`config.mk`:
```
export PLATFORM = sky130hd
export DESIGN_NAME = pe_seq_ctrl
export DESIGN_NICKNAME = d
export VERILOG_FILES = /design/src/rtl/pe_pkg.sv /design/src/rtl/pe_spad.sv /design/src/rtl/pe_seq_ctrl.sv
export SDC_FILE = /design/constraint.sdc
export NUM_CORES = 1
export LEC_CHECK = 0
export CAP_MARGIN = 20
export CORE_ASPECT_RATIO = 1.5
export CORE_MARGIN = 10
export CORE_UTILIZATION = 50
export CTS_CLUSTER_SIZE = 25
export DETAILED_ROUTE_END_ITERATION = 8
export DONT_BUFFER_PORTS = 1
export GPL_TIMING_DRIVEN = 0
export PLACE_DENSITY_LB_ADDON = 0.1
export SETUP_SLACK_MARGIN = 0.3
export SYNTH_ARGS = -nofsm -noshare
export SYNTH_HDL_FRONTEND = slang
export SYNTH_SLANG_ARGS = --single-unit
```
`constraint.sdc`:
```
create_clock -name clk -period 6 [get_ports clk]
set_clock_uncertainty 0.1 [all_clocks]
set_input_delay 0.6 -clock clk [delete_from_list [all_inputs] [get_ports clk]]
set_output_delay 0.6 -clock clk [all_outputs]
set_load 0.02 [all_outputs]
```
`src/rtl/pe_pkg.sv`:
```
// Shared constants and state encoding for the PE sequencer slice.
//   DATA_W : operand / psum width of the PE datapath
//   MAX_S  : scratchpad depth, i.e. the maximum number of filter taps
//   E_W    : width of the output-count field
//   CNT_W  : width able to hold 0..MAX_S (tap count S)
//   PTR_W  : scratchpad address width (0..MAX_S-1)
package pe_pkg;

    localparam int DATA_W = 16;
    localparam int MAX_S  = 16;
    localparam int E_W    = 8;
    localparam int CNT_W  = $clog2(MAX_S + 1);
    localparam int PTR_W  = (MAX_S > 1) ? $clog2(MAX_S) : 1;

    typedef enum logic [2:0] {
        IDLE,
        LOAD_F,
        LOAD_I,
        MAC,
        OUT,
        SLIDE
    } state_t;

endpackage

```
`src/rtl/pe_spad.sv`:
```
// Small register-file scratchpad: one synchronous write port, one
// asynchronous read port. Contents are not reset.
//   clk   : write clock
//   we    : write enable
//   waddr : write address
//   wdata : write data
//   raddr : read address
//   rdata : read data (combinational from raddr)
module pe_spad #(
    parameter int DEPTH = 16,
    parameter int WIDTH = 16,
    parameter int AW    = 4
) (
    input  logic             clk,
    input  logic             we,
    input  logic [AW-1:0]    waddr,
    input  logic [WIDTH-1:0] wdata,
    input  logic [AW-1:0]    raddr,
    output logic [WIDTH-1:0] rdata
);

    logic [WIDTH-1:0] mem [DEPTH];

    always_ff @(posedge clk) begin
        if (we) begin
            mem[waddr] <= wdata;
        end
    end

    assign rdata = mem[raddr];

endmodule

```
`src/rtl/pe_seq_ctrl.sv`:
```
// Sequencer for one MAC processing element computing a 1-D convolution row.
// Loads S filter taps and an S-word ifmap window, then for each of E outputs
// streams S taps into the PE (feeding back its registered psum), returns the
// result on the ps stream and slides the window by one ifmap word.
//   clk, rst_n                    : clock, async active-low reset
//   start, cfg_s, cfg_e           : job request with tap count S and output count E
//   busy, done                    : job in progress / one-cycle end-of-job pulse
//   flt_valid/flt_ready/flt_data  : filter word stream in
//   if_valid/if_ready/if_data     : ifmap word stream in
//   pe_en, pe_ifmap, pe_filter,
//   pe_psum_in                    : PE operand drive (zeroed when pe_en is low)
//   pe_psum                       : PE registered result
//   ps_valid/ps_ready/ps_data     : finished output stream
module pe_seq_ctrl #(
    parameter int DATA_W = pe_pkg::DATA_W,
    parameter int MAX_S  = pe_pkg::MAX_S,
    parameter int E_W    = pe_pkg::E_W
) (
    input  logic                       clk,
    input  logic                       rst_n,
    input  logic                       start,
    input  logic [$clog2(MAX_S+1)-1:0] cfg_s,
    input  logic [E_W-1:0]             cfg_e,
    output logic                       busy,
    output logic                       done,
    input  logic                       flt_valid,
    output logic                       flt_ready,
    input  logic [DATA_W-1:0]          flt_data,
    input  logic                       if_valid,
    output logic                       if_ready,
    input  logic [DATA_W-1:0]          if_data,
    output logic                       pe_en,
    output logic [DATA_W-1:0]          pe_ifmap,
    output logic [DATA_W-1:0]          pe_filter,
    output logic [DATA_W-1:0]          pe_psum_in,
    input  logic [DATA_W-1:0]          pe_psum,
    output logic                       ps_valid,
    input  logic                       ps_ready,
    output logic [DATA_W-1:0]          ps_data
);

    import pe_pkg::*;

    localparam int SW = $clog2(MAX_S + 1);
    localparam int PW = (MAX_S > 1) ? $clog2(MAX_S) : 1;

    state_t          state, state_n;
    logic [SW-1:0]   s_reg, s_n;
    logic [E_W-1:0]  e_rem, e_n;
    logic [PW-1:0]   cnt, cnt_n;
    logic [PW-1:0]   head, head_n;
    logic            done_n;

    logic [SW-1:0]   s_clamp;
    logic            last_tap;
    logic [SW-1:0]   to_end;
    logic [PW-1:0]   win_raddr;
    logic [PW-1:0]   win_waddr;
    logic            flt_we, win_we;
    logic [DATA_W-1:0] flt_rd, win_rd;

    assign s_clamp  = (cfg_s > SW'(MAX_S)) ? SW'(MAX_S) : cfg_s;
    assign last_tap = (cnt == PW'(s_reg - 1'b1));

    // (head + k) mod S without a wider adder: wrap once k reaches S - head.
    assign to_end    = s_reg - SW'(head);
    assign win_raddr = (SW'(cnt) >= to_end) ? PW'(SW'(cnt) - to_end) : (head + cnt);

    assign flt_we    = (state == LOAD_F) && flt_valid;
    assign win_we    = ((state == LOAD_I) || (state == SLIDE)) && if_valid;
    assign win_waddr = (state == SLIDE) ? head : cnt;

    pe_spad #(
        .DEPTH (MAX_S),
        .WIDTH (DATA_W),
        .AW    (PW)
    ) u_flt_spad (
        .clk   (clk),
        .we    (flt_we),
        .waddr (cnt),
        .wdata (flt_data),
        .raddr (cnt),
        .rdata (flt_rd)
    );

    pe_spad #(
        .DEPTH (MAX_S),
        .WIDTH (DATA_W),
        .AW    (PW)
    ) u_win_spad (
        .clk   (clk),
        .we    (win_we),
        .waddr (win_waddr),
        .wdata (if_data),
        .raddr (win_raddr),
        .rdata (win_rd)
    );

    always_ff @(posedge clk or negedge rst_n) begin
        if (!rst_n) begin
            state <= IDLE;
            s_reg <= '0;
            e_rem <= '0;
            cnt   <= '0;
            head  <= '0;
            done  <= 1'b0;
        end else begin
            state <= state_n;
            s_reg <= s_n;
            e_rem <= e_n;
            cnt   <= cnt_n;
            head  <= head_n;
            done  <= done_n;
        end
    end

    always_comb begin
        state_n = state;
        s_n     = s_reg;
        e_n     = e_rem;
        cnt_n   = cnt;
        head_n  = head;
        done_n  = 1'b0;
        case (state)
            IDLE: begin
                if (start) begin
                    if ((s_clamp == '0) || (cfg_e == '0)) begin
                        done_n = 1'b1;
                    end else begin
                        s_n     = s_clamp;
                        e_n     = cfg_e;
                        cnt_n   = '0;
                        state_n = LOAD_F;
                    end
                end
            end
            LOAD_F: begin
                if (flt_valid) begin
                    if (last_tap) begin
                        cnt_n   = '0;
                        state_n = LOAD_I;
                    end else begin
                        cnt_n = cnt + 1'b1;
                    end
                end
            end
            LOAD_I: begin
                if (if_valid) begin
                    if (last_tap) begin
                        cnt_n   = '0;
                        head_n  = '0;
                        state_n = MAC;
                    end else begin
                        cnt_n = cnt + 1'b1;
                    end
                end
            end
            MAC: begin
                if (last_tap) begin
                    cnt_n   = '0;
                    state_n = OUT;
                end else begin
                    cnt_n = cnt + 1'b1;
                end
            end
            OUT: begin
                if (ps_ready) begin
                    e_n = e_rem - 1'b1;
                    if (e_rem == E_W'(1)) begin
                        done_n  = 1'b1;
                        state_n = IDLE;
                    end else begin
                        state_n = SLIDE;
                    end
                end
            end
            SLIDE: begin
                if (if_valid) begin
                    head_n  = last_head() ? '0 : head + 1'b1;
                    state_n = MAC;
                end
            end
            default: state_n = IDLE;
        endcase
    end

    function automatic logic last_head();
        return head == PW'(s_reg - 1'b1);
    endfunction

    assign busy       = (state != IDLE);
    assign flt_ready  = (state == LOAD_F);
    assign if_ready   = (state == LOAD_I) || (state == SLIDE);
    assign ps_valid   = (state == OUT);
    assign pe_en      = (state == MAC);
    assign pe_filter  = pe_en ? flt_rd : '0;
    assign pe_ifmap   = pe_en ? win_rd : '0;
    assign pe_psum_in = (pe_en && (cnt != '0)) ? pe_psum : '0;
    assign ps_data    = pe_psum;

endmodule

```
==> impl_metrics.yaml <==
timing:
  tightest_slew_ps: 941
  report.final.slew_viol_count: 0
  finalSetupViolCount: 0
  finalCritPeriodShare: 0.910
  fmax_mhz: 183
  final.setup.worst_slack_ps: 537
  final.setup.tns_ps: 0
  relSlewSlack: 0.373
  rsz0062_at_grt: "no"
  finalHoldViolations: 0
  period_needed_ps: 5460
route:
  drtPass1Iterations: 7
  first_iter_violations: 758
  remaining_drc_errors: 0
  routedWlPerCell_um: 28.9
  routed_wl_mm: 55.4
  postRouteAntennaNets: 0
  vias: 11300
  routed_via_density: 5.89
place:
  dp_hpwl_mm: 36.7
  port_buffers: 0
  dpl.cell_count: 1778
  place_ws_ps: -244
  gp_congestion: 0.850
layout:
  multi_input_area_mm2: 0.00580
  seq_area_mm2: 0.0160
  final_cell_mix: "edfxtp_1, mux4_2, nand2_1, clkbuf_16, a21oi_1"
  diodes: 0
  syn_to_final_growth_pct: 17.6
  reg.largest.list: "u_flt_spad.mem (256), u_win_spad.mem (256), e_rem (8)"
  finalNetCount: 1387
  fin_cells: 1914
  final_common_cell: "edfxtp_1"
  fillers: 3221
  drive_above_1_share: 0.287
yosys:
  avgSynthCellArea_um2: 18.9
  synth_top_area_share: 0.698
  yosys_warnings: 0
  syn_nets: 1255
  synth_area_leaders: "edfxtp_1, mux4_2, dfrtp_1, nand2_1, ha_1"
  ys_seq_area_frac: 0.726
  synthArstFlopShare: 0.0466
  ys_types: 48
  synth-edff-count: 512
  syn_inst: 1166
  dominantRegCellSynth: "edfxtp_1"
  post-synth-top-area-cell: "edfxtp_1"
  ys_seq_elements: 537
  syn_area_mm2: 0.0220
setup_path:
  cp_num_buf_inv: 4
  critPathLaunchType: "flop"
  cp_cell_sequence: "inv_1, ha_1, inv_1, fa_1, xnor2_2, ha_1, o21ai_0, a21oi_1, o21ai_2, o21ai_0, ha_1, fa_2, buf_12, buf_8, mux4_2, nand2_1, a21oi_2, mux2_4"
  worst-setup-path-type: "flop to output port"
  end_kind: "output port"
  cpMaxStageDelayCell: "fa_2"
  critical-path-top-delay-family: "adder cells"
  path_common_cell: "ha_1"
  worstRegToRegCells: 8
  cp.arrival_ps: 4760
  required_ps: 5300
  cp_max_fo: 10
  max_stage_delay_ps: 570
  cp.depth: 18
clock_tree:
  cts_made_buffers: 49
  clockBufferDepth: 3
  cts.sinks: 537
  cts_tree: "yes"
  clockRootBuffer: "clkbuf_16"
  cts.clk_slew.worst_paths_ps: 70
  htreeDepth: 2
  clkLatencyLatePin_ps: 570
die:
  die_h_um: 277
  rows: 94
  initial_core_util: 0.504
  die_width_um: 191
  dieArea_mm2: 0.0530
  ios: 137
  fp.coreArea_mm2: 0.0438
worst_hold_path:
  whs_path_depth: 0
  hold_class: "input port to flop"
outcome:
  status: "finished clean"
global_routing:
  grt_use_total: 0.210
  grt_pass1_wl_mm: 80.9
  antenna_found_initial: 0
  grt_overflow: 0
  grt_max_degree: 26
  grt_pass1_vias: 12000
run:
  cap_violations: 0
## per-layer routing
| layer | GRT usage | wire length, um | vias up |
|---|---|---|---|
| met3 | 0.0313 | 2080 | 121 |
| met2 | 0.406 | 32200 | 287 |
| met4 | 0.0761 | 2140 | 0 |
| met5 | 0 | 0 | - |
| met1 | 0.222 | 19000 | 5961 |
| li1 | - | - | 4896 |
## cell families after synthesis
kind of cell / synth area share
xor gates and xnor gates: 0.00852
muxes: 0.159
adders and majority gates: 0.0132
DFF: 0.726
AOI/OAI and AO/OA: 0.0266
and+or+nand+nor: 0.0460
buffers and inverters: 0.0207
## area by class of cell
class | count | share of cell area
Sequential cell | 537 | 0.617
Multi-Input combinational cell | 534 | 0.224
Clock buffer | 60 | 0.0513
Timing Repair Buffer | 81 | 0.0447
Tap cell | 576 | 0.0278
Buffer | 73 | 0.0199
Clock inverter | 31 | 0.0121
Inverter | 22 | 0.00319
## what timing repair did
| action | 4_1_cts | 5_1_grt |
|---|---|---|
| resized for setup | 56 | 30 |
| cloned | 0 | 1 |
| endpoints found under the hold margin | 225 | 24 |
| setup endpoints to repair | 16 | 16 |
| buffers inserted | 4 | 3 |
| hold buffers | 33 | 4 |
| pin swaps | 5 | 4 |
## synth_stat cells, types with 4 or more instances
library cell / n
dfrtp_1: 25
mux4_2: 144
mux2i_1: 5
a31oi_1: 4
clkbuf_1: 36
a21oi_1: 49
buf_2: 16
nand3_1: 7
nand2_1: 94
edfxtp_1: 512
inv_1: 21
o22ai_1: 6
mux2_2: 16
xor2_1: 4
ha_1: 20
nor2_1: 48
nand2b_1: 8
xnor2_1: 13
nor3_1: 17
buf_4: 17
o21ai_0: 29
and2_1: 33
## stage by stage
step	utilization	hold slack (ps)	instance area, um^2
floorplan	-	204	22000
global placement	0.520	205	22800
detailed placement	0.539	205	23600
CTS	0.589	0.252	25700
global route	0.592	0.233	25900
finish	0.592	23.7	25900
## worst register-to-register path, stage by stage (launching register included)
cell	delay, ps
dfrtp_1	470
clkbuf_1	310
buf_2	430
buf_1	730
inv_1	340
o22ai_1	240
nand3_1	240
nor2_2	540
buf_8	240
## worst paths after layout
kind,from,endpoint,slack (ps)
worst max register to register,cnt[1],u_win_spad.mem[14][13],2050
worst min register to register,e_rem[7],e_rem[7],420
max in group asynchronous,rst_n,head[0],5250
worst max-delay path,s_reg[0],pe_ifmap[7],540
min in group asynchronous,rst_n,done,370
worst min-delay path,flt_data[9],u_flt_spad.mem[8][9],20
Power is left out: the tool's default activity adds up to more than one toggle a clock period on the data nets, which glitch-free logic cannot reach.
